**src/rtl/shot_turn_controller_pkg.sv**
```systemverilog
// Shared types and helpers for the 5x5 battleship turn controller.
// Board cells are one bit each; a set bit marks an intact ship cell.
package battle_pkg;

    localparam int CELLS = 25;

    localparam logic TURN_PLAYER = 1'b0;
    localparam logic TURN_PC     = 1'b1;

    typedef enum logic [2:0] {
        S_IDLE,
        S_P_WAIT,
        S_P_APPLY,
        S_PC_PICK,
        S_PC_APPLY,
        S_CHECK,
        S_DONE
    } state_t;

    function automatic logic is_onehot25(input logic [CELLS-1:0] v);
        return (v != '0) && ((v & (v - CELLS'(1))) == '0);
    endfunction

endpackage

```
**src/rtl/shot_turn_controller_if.sv**
```systemverilog
// Match-control bundle between the input logic (master) and the controller (slave).
interface shot_turn_controller_if;
    import battle_pkg::*;

    logic             start;
    logic [CELLS-1:0] player_board_in;
    logic [CELLS-1:0] pc_board_in;
    logic             player_shot_valid;
    logic [CELLS-1:0] player_shot;

    logic [CELLS-1:0] player_board;
    logic [CELLS-1:0] pc_board;
    logic             turn;
    logic             shot_done;
    logic             shot_hit;
    logic             shot_invalid;
    logic             timeout;
    logic             game_over;
    logic             winner;

    modport master (
        output start, player_board_in, pc_board_in, player_shot_valid, player_shot,
        input  player_board, pc_board, turn, shot_done, shot_hit, shot_invalid,
               timeout, game_over, winner
    );

    modport slave (
        input  start, player_board_in, pc_board_in, player_shot_valid, player_shot,
        output player_board, pc_board, turn, shot_done, shot_hit, shot_invalid,
               timeout, game_over, winner
    );
endinterface

```
**src/rtl/shot_turn_controller_lfsr.sv**
```systemverilog
// 8-bit Fibonacci LFSR, polynomial x^8+x^6+x^5+x^4+1, used for PC target picks.
module shot_lfsr (
    input  logic       clk,
    input  logic       rst,
    input  logic       en,
    input  logic [7:0] seed,
    output logic [7:0] q
);
    logic [7:0] r_q;

    always_ff @(posedge clk) begin
        if (rst) begin
            r_q <= seed;
        end else if (en) begin
            r_q <= {r_q[6:0], r_q[7] ^ r_q[5] ^ r_q[4] ^ r_q[3]};
        end
    end

    assign q = r_q;
endmodule

```
**src/rtl/shot_turn_controller.sv**
```systemverilog
// Battleship match sequencer: owns both boards, alternates turns, applies
// shots with clear-on-hit, enforces the player turn timeout and decides the winner.
module shot_turn_controller
    import battle_pkg::*;
#(
    parameter int unsigned TURN_CYCLES = 750_000_000,
    parameter logic [7:0]  LFSR_SEED   = 8'hA5
) (
    input  logic                  clk,
    input  logic                  rst,
    shot_turn_controller_if.slave io_bus
);
    state_t           r_state;
    state_t           w_state_next;
    logic [CELLS-1:0] r_player_board;
    logic [CELLS-1:0] r_pc_board;
    logic [CELLS-1:0] r_player_fired;
    logic [CELLS-1:0] r_pc_fired;
    logic [CELLS-1:0] r_shot_mask;
    logic [31:0]      r_cnt;
    logic             r_turn;
    logic             r_from_start;
    logic             r_shot_done;
    logic             r_shot_hit;
    logic             r_shot_invalid;
    logic             r_timeout;
    logic             r_game_over;
    logic             r_winner;

    logic [7:0]       w_lfsr_q;
    logic [2:0]       w_lfsr_unused;
    logic [4:0]       w_idx;
    logic [CELLS-1:0] w_idx_mask;
    logic             w_pick_ok;
    logic             w_shot_ok;
    logic             w_expired;

    shot_lfsr u_lfsr (
        .clk  (clk),
        .rst  (rst),
        .en   (r_state == S_PC_PICK),
        .seed (LFSR_SEED),
        .q    (w_lfsr_q)
    );

    assign {w_lfsr_unused, w_idx} = w_lfsr_q;
    // Indices 25..31 shift the bit out entirely, so an empty mask means "retry".
    assign w_idx_mask = CELLS'(1) << w_idx;
    assign w_pick_ok  = (w_idx_mask != '0) && ((w_idx_mask & r_pc_fired) == '0);
    assign w_shot_ok  = io_bus.player_shot_valid && is_onehot25(io_bus.player_shot)
                        && ((io_bus.player_shot & r_player_fired) == '0);
    assign w_expired  = (r_cnt == 32'(TURN_CYCLES - 1));

    always_ff @(posedge clk) begin
        if (rst) r_state <= S_IDLE;
        else     r_state <= w_state_next;
    end

    always_comb begin
        w_state_next = r_state;
        case (r_state)
            S_IDLE, S_DONE: if (io_bus.start) w_state_next = S_CHECK;
            S_P_WAIT: begin
                if (w_shot_ok)      w_state_next = S_P_APPLY;
                else if (w_expired) w_state_next = S_PC_PICK;
            end
            S_P_APPLY:  w_state_next = S_CHECK;
            S_PC_PICK:  if (w_pick_ok) w_state_next = S_PC_APPLY;
            S_PC_APPLY: w_state_next = S_CHECK;
            S_CHECK: begin
                if (r_pc_board == '0 || r_player_board == '0) w_state_next = S_DONE;
                else if (r_from_start || r_turn == TURN_PC)  w_state_next = S_P_WAIT;
                else                                         w_state_next = S_PC_PICK;
            end
            default: w_state_next = S_IDLE;
        endcase
    end

    always_ff @(posedge clk) begin
        if (rst) begin
            r_player_board <= '0;
            r_pc_board     <= '0;
            r_player_fired <= '0;
            r_pc_fired     <= '0;
            r_shot_mask    <= '0;
            r_cnt          <= '0;
            r_turn         <= TURN_PLAYER;
            r_from_start   <= 1'b0;
            r_shot_done    <= 1'b0;
            r_shot_hit     <= 1'b0;
            r_shot_invalid <= 1'b0;
            r_timeout      <= 1'b0;
            r_game_over    <= 1'b0;
            r_winner       <= 1'b0;
        end else begin
            r_shot_done    <= 1'b0;
            r_shot_invalid <= 1'b0;
            r_timeout      <= 1'b0;
            case (r_state)
                S_IDLE, S_DONE: begin
                    if (io_bus.start) begin
                        r_player_board <= io_bus.player_board_in;
                        r_pc_board     <= io_bus.pc_board_in;
                        r_player_fired <= '0;
                        r_pc_fired     <= '0;
                        r_turn         <= TURN_PLAYER;
                        r_from_start   <= 1'b1;
                        r_game_over    <= 1'b0;
                        r_winner       <= 1'b0;
                    end
                end
                S_P_WAIT: begin
                    r_cnt <= r_cnt + 32'd1;
                    if (w_shot_ok) begin
                        r_shot_mask <= io_bus.player_shot;
                    end else begin
                        r_shot_invalid <= io_bus.player_shot_valid;
                        if (w_expired) begin
                            r_timeout <= 1'b1;
                            r_turn    <= TURN_PC;
                        end
                    end
                end
                S_P_APPLY: begin
                    r_player_fired <= r_player_fired | r_shot_mask;
                    r_shot_hit     <= |(r_pc_board & r_shot_mask);
                    r_pc_board     <= r_pc_board & ~r_shot_mask;
                    r_shot_done    <= 1'b1;
                end
                S_PC_PICK: if (w_pick_ok) r_shot_mask <= w_idx_mask;
                S_PC_APPLY: begin
                    r_pc_fired     <= r_pc_fired | r_shot_mask;
                    r_shot_hit     <= |(r_player_board & r_shot_mask);
                    r_player_board <= r_player_board & ~r_shot_mask;
                    r_shot_done    <= 1'b1;
                end
                S_CHECK: begin
                    // A fresh match hands the first shot to the player instead of flipping.
                    r_from_start <= 1'b0;
                    if (r_pc_board == '0) begin
                        r_game_over <= 1'b1;
                        r_winner    <= 1'b0;
                    end else if (r_player_board == '0) begin
                        r_game_over <= 1'b1;
                        r_winner    <= 1'b1;
                    end else if (r_from_start || r_turn == TURN_PC) begin
                        r_turn <= TURN_PLAYER;
                        r_cnt  <= '0;
                    end else begin
                        r_turn <= TURN_PC;
                    end
                end
                default: ;
            endcase
        end
    end

    assign io_bus.player_board = r_player_board;
    assign io_bus.pc_board     = r_pc_board;
    assign io_bus.turn         = r_turn;
    assign io_bus.shot_done    = r_shot_done;
    assign io_bus.shot_hit     = r_shot_hit;
    assign io_bus.shot_invalid = r_shot_invalid;
    assign io_bus.timeout      = r_timeout;
    assign io_bus.game_over    = r_game_over;
    assign io_bus.winner       = r_winner;
endmodule

```
**src/flat_wrapper.sv**
```systemverilog
// flat-port wrapper written by rule: the top's interface ports become plain ports
module shot_turn_controller_flat import battle_pkg::*;
#(
    parameter int unsigned TURN_CYCLES = 750_000_000,
    parameter logic [7:0]  LFSR_SEED   = 8'hA5
)
  (clk, rst, io_bus_start, io_bus_player_board_in, io_bus_pc_board_in, io_bus_player_shot_valid, io_bus_player_shot, io_bus_player_board, io_bus_pc_board, io_bus_turn, io_bus_shot_done, io_bus_shot_hit, io_bus_shot_invalid, io_bus_timeout, io_bus_game_over, io_bus_winner);
  shot_turn_controller_if io_bus_i ();
  input  logic clk;
  input  logic rst;
  input wire logic [$bits(io_bus_i.start)-1:0] io_bus_start;
  input wire logic [$bits(io_bus_i.player_board_in)-1:0] io_bus_player_board_in;
  input wire logic [$bits(io_bus_i.pc_board_in)-1:0] io_bus_pc_board_in;
  input wire logic [$bits(io_bus_i.player_shot_valid)-1:0] io_bus_player_shot_valid;
  input wire logic [$bits(io_bus_i.player_shot)-1:0] io_bus_player_shot;
  output wire logic [$bits(io_bus_i.player_board)-1:0] io_bus_player_board;
  output wire logic [$bits(io_bus_i.pc_board)-1:0] io_bus_pc_board;
  output wire logic [$bits(io_bus_i.turn)-1:0] io_bus_turn;
  output wire logic [$bits(io_bus_i.shot_done)-1:0] io_bus_shot_done;
  output wire logic [$bits(io_bus_i.shot_hit)-1:0] io_bus_shot_hit;
  output wire logic [$bits(io_bus_i.shot_invalid)-1:0] io_bus_shot_invalid;
  output wire logic [$bits(io_bus_i.timeout)-1:0] io_bus_timeout;
  output wire logic [$bits(io_bus_i.game_over)-1:0] io_bus_game_over;
  output wire logic [$bits(io_bus_i.winner)-1:0] io_bus_winner;
  assign io_bus_i.start = io_bus_start;
  assign io_bus_i.player_board_in = io_bus_player_board_in;
  assign io_bus_i.pc_board_in = io_bus_pc_board_in;
  assign io_bus_i.player_shot_valid = io_bus_player_shot_valid;
  assign io_bus_i.player_shot = io_bus_player_shot;
  assign io_bus_player_board = io_bus_i.player_board;
  assign io_bus_pc_board = io_bus_i.pc_board;
  assign io_bus_turn = io_bus_i.turn;
  assign io_bus_shot_done = io_bus_i.shot_done;
  assign io_bus_shot_hit = io_bus_i.shot_hit;
  assign io_bus_shot_invalid = io_bus_i.shot_invalid;
  assign io_bus_timeout = io_bus_i.timeout;
  assign io_bus_game_over = io_bus_i.game_over;
  assign io_bus_winner = io_bus_i.winner;
  shot_turn_controller #(.TURN_CYCLES(TURN_CYCLES), .LFSR_SEED(LFSR_SEED)) u_core (.clk(clk), .rst(rst), .io_bus(io_bus_i));
endmodule
```
**config.mk**
```make
export PLATFORM = sky130hd
export DESIGN_NAME = shot_turn_controller_flat
export DESIGN_NICKNAME = d
export VERILOG_FILES = /design/src/rtl/shot_turn_controller_pkg.sv /design/src/rtl/shot_turn_controller_if.sv /design/src/rtl/shot_turn_controller_lfsr.sv /design/src/rtl/shot_turn_controller.sv /design/src/flat_wrapper.sv
export SDC_FILE = /design/constraint.sdc
export NUM_CORES = 1
export LEC_CHECK = 0
export BUFFER_PORTS_ARGS = -buffer_cell sky130_fd_sc_hd__buf_2
export CAP_MARGIN = 20
export CORE_ASPECT_RATIO = 0.7
export CORE_MARGIN = 10
export CORE_UTILIZATION = 55
export DETAILED_ROUTE_END_ITERATION = 10
export PLACE_DENSITY = 0.85
export SLEW_MARGIN = 20
export SYNTH_ARGS = -nofsm -noshare
export SYNTH_HDL_FRONTEND = slang
export SYNTH_SLANG_ARGS = --single-unit
```
**constraint.sdc**
```tcl
create_clock -name clk -period 4.5 [get_ports clk]
set_input_delay 0.45 -clock clk [delete_from_list [all_inputs] [get_ports clk]]
set_output_delay 0.45 -clock clk [all_outputs]
set_load 0.02 [all_outputs]
```
==> results.txt <==
CTS Buf Count = 17
worst hold stages = 3
setup TNS = 0 ps
postcts setup bufs = 0
CP Data Required Time = 4780 ps
htree depth = 4
Worst Setup End Kind = flop
fraction of layout cells with a size suffix above 1 = 18.5%
relative slew slack = 27.7%
prevailing post-synth register cell = dfxtp_1
number of nets in the layout = 1202
flop2flop setup slack = 1510 ps
Seq/Total Area, Yosys = 42.1%
cell mode on critical path = buf_4
Ys Warns = 0
#FFs+latches synth = 176
clock latency on the worst-skew pair = 430 ps
synth top area cells = dfxtp_1 (42%), a21oi_1 (8.1%), nand2_1 (6.2%)
FFs w/ async S/R, synth = 0%
slowest stage delay, CP = 750 ps
Worst Path Max Fanout = 26
total gr overflow = 0
vias in the first global route = 7767
post-synth top area share = 42.1%
critical path class = flop to flop
Worst Max-Slew Pin Slew = 1090 ps
P per Cell Area = 432 nW/um2
core footprint = 14800 um2
residual DRC count = 0
crit-path cells = nor2b_1, and3_1, a31oi_1, nand4_1, nor4_4, buf_4, a21o_1, buf_4, a211oi_2
detailed placement HPWL = 19.0 mm
hold_sp = io_bus_pc_board_in[22]
RSZ-0062 raised after global routing = no
GRT Total Usage = 25.2%
# diodes = 0
Hold/Removal Path Class = input pin to flop
row cnt = 37
final WL = 27.6 mm
cell area after synthesis = 8370 um2
Clock Tree Root = clkbuf_16
clk buf depth = 2
sw frac = 34.0%
Worst Hold End = u_core.io_bus.pc_board[22]
Unique masters post-synth = 56
Fin. Hold Viols = 0
first-pass GRT wire length = 42.6 mm
reg-to-reg endpoint = u_core.r_shot_mask[23]
Period minus WS final = 2990 ps
worst reg2reg path depth = 9
Die Ht = 123 um
kind of start point of the critical path = flop
drt pass-1 iters = 6
combinational share of power = 20.7%
worst clock skew = 9.54 ps
most numerous cell in the Yosys netlist = dfxtp_1
area leader, netlist = dfxtp_1
Commonest cells post-synth = dfxtp_1 (176), nand2_1 (139), a21oi_1 (136)
RR Startpoint = u_core.u_lfsr.q[2]
final setup vio count = 0
CTS tree = yes
number of buffers added on ports = 135
Die W = 167 um
clock power share = 34.7%
cell-internal power = 2.74 mW
Placer Congestion = 0.978
Post-synth EDFFs = 0
Final ANT Viol Nets = 0
Ports = 136
Avg Vias per Cell = 6.51
# hold bufs at CTS = 0
initial antenna violation count = 0
Avg Synthesized Cell Area = 8.07 um2
crit path DAT = 3260 ps
fin crit share = 66.4%
achievable frequency = 335 MHz
Layout area overhead = 14.8%
Synthesized Nets = 1117
DR iter-0 viols = 1546
Reg clk slew, reported paths = 70 ps
total chip power = 4.15 mW
Routed wire per std cell = 20.7 um
Pleak = 3.52 nW
worst vdd ir = 0.000230 V
outcome = completed
largest net degree at the start of global routing = 69
Die ar. = 20600 um2
post_cts resized = 0
NetSw = 1.41 mW
CP max stage cell = dfxtp_1
CTS Sinks = 176
Max Slew Vio Count = 0
sequential power share = 44.6%
cells after synthesis = 1037
max-cap violations = 0
Initial Utilization = 56.5%
via count = 8653
## flip-flops by register name, summed over array words and instances (netlist names)
name and cells:
u_core.r_cnt 32, u_core.io_bus.pc_board 25, u_core.io_bus.player_board 25, u_core.r_pc_fired 25, u_core.r_player_fired 25, u_core.r_shot_mask 25, u_core.u_lfsr.q 8, u_core.r_state 3
u_core.io_bus.game_over 1, u_core.io_bus.shot_done 1, u_core.io_bus.shot_hit 1, u_core.io_bus.shot_invalid 1, u_core.io_bus.timeout 1, u_core.io_bus.turn 1, u_core.io_bus.winner 1, u_core.r_from_start 1
## how the worst max path moves through the flow
stage,start,to,slack (ps),cells after the start
6_report,u_core.u_lfsr.q[2],u_core.r_shot_mask[23],1510,9
5_1_grt,u_core.u_lfsr.q[2],u_core.r_shot_mask[24],1320,9
4_1_cts,u_core.u_lfsr.q[2],u_core.r_shot_mask[11],1550,9
3_5_place_dp,io_bus_player_shot[6],u_core.r_shot_mask[11],1360,9
3_3_place_gp,io_bus_player_shot[0],u_core.r_shot_mask[24],1460,9
2_1_floorplan,io_bus_player_shot[0],u_core.r_shot_mask[4],2070,8
## power by group through the flow
stage,Combinational (mW),Sequential [mW],Clock [mW]
after CTS,0.844,1.83,1.45
after global placement,0.817,1.87,0
after floorplan,0.529,1.86,0
after global routing,0.931,1.86,1.51
after detailed placement,0.833,1.87,0
final,0.859,1.85,1.44
## logic make-up (layout without fill, tap and decap cells)
| kind of cell | Yosys count | after routing | share of synthesized area (%) |
|---|---|---|---|
| AND/OR/NAND/NOR | 435 | 435 | 25.5 |
| XOR/XNOR | 14 | 14 | 1.47 |
| AO/OA/AOI/OAI | 311 | 311 | 24.8 |
| adder cells (fa/ha/maj) | 2 | 2 | 0.269 |
| flip-flops | 176 | 176 | 42.1 |
| buffers and inverters | 91 | 189 | 4.87 |
| multiplexers | 8 | 8 | 0.957 |
## metal layers
layer | routed length (um) | track usage (%) | part of all wire [%]
met1 | 11500 | 35.2 | 42
met2 | 11200 | 35.0 | 41
met3 | 3950 | 8.91 | 14
met4 | 923 | 9.22 | 3.3
met5 | 0 | 0 | 0
## layout by cell type (no fill, tap or decap), types with 10 or more instances in the layout
cell and n:
nor2_1 87, o31ai_1 15, a21oi_1 136, inv_1 12
or4_1 12, clkbuf_16 17, buf_4 11, a211oi_1 33
nand2_1 139, nor4_1 19, a211oi_2 19, nand4_1 26
or3_1 12, and3_1 17, dfxtp_1 176, a22oi_1 38
o21ai_0 24, nand3_1 67, xor2_1 10, buf_2 134
## through the flow
step | util (%) | instance area [um2] | setup WS, ps | hold WS [ps] | instances
floorplan | - | 8370 | 2070 | 429 | 1037
global placement | 61.0 | 9030 | 1460 | 435 | 1298
detailed placement | 61.0 | 9030 | 1360 | 444 | 1298
CTS | 64.9 | 9610 | 1550 | 244 | 1330
global route | 64.9 | 9610 | 1320 | 251 | 1330
finish | 64.9 | 9610 | 1510 | 251 | 1330
## critical path, delay by kind of cell (launching register included)
family | cells | cell delay (ps)
buf+inv | 2 | 660
compound gates | 3 | 380
flops | 1 | 750
simple gates | 4 | 1040
## cell type report
class | count | area [um2]
multi-input combinational | 770 | 4470
timing repair buffer | 145 | 753
tap | 195 | 244
fill | 1264 | 5200
sequential | 176 | 3520
clock inverter | 12 | 109
clock buffer | 20 | 467
inverter | 12 | 45.0
Note: power is estimated with default switching activity, not from simulation.
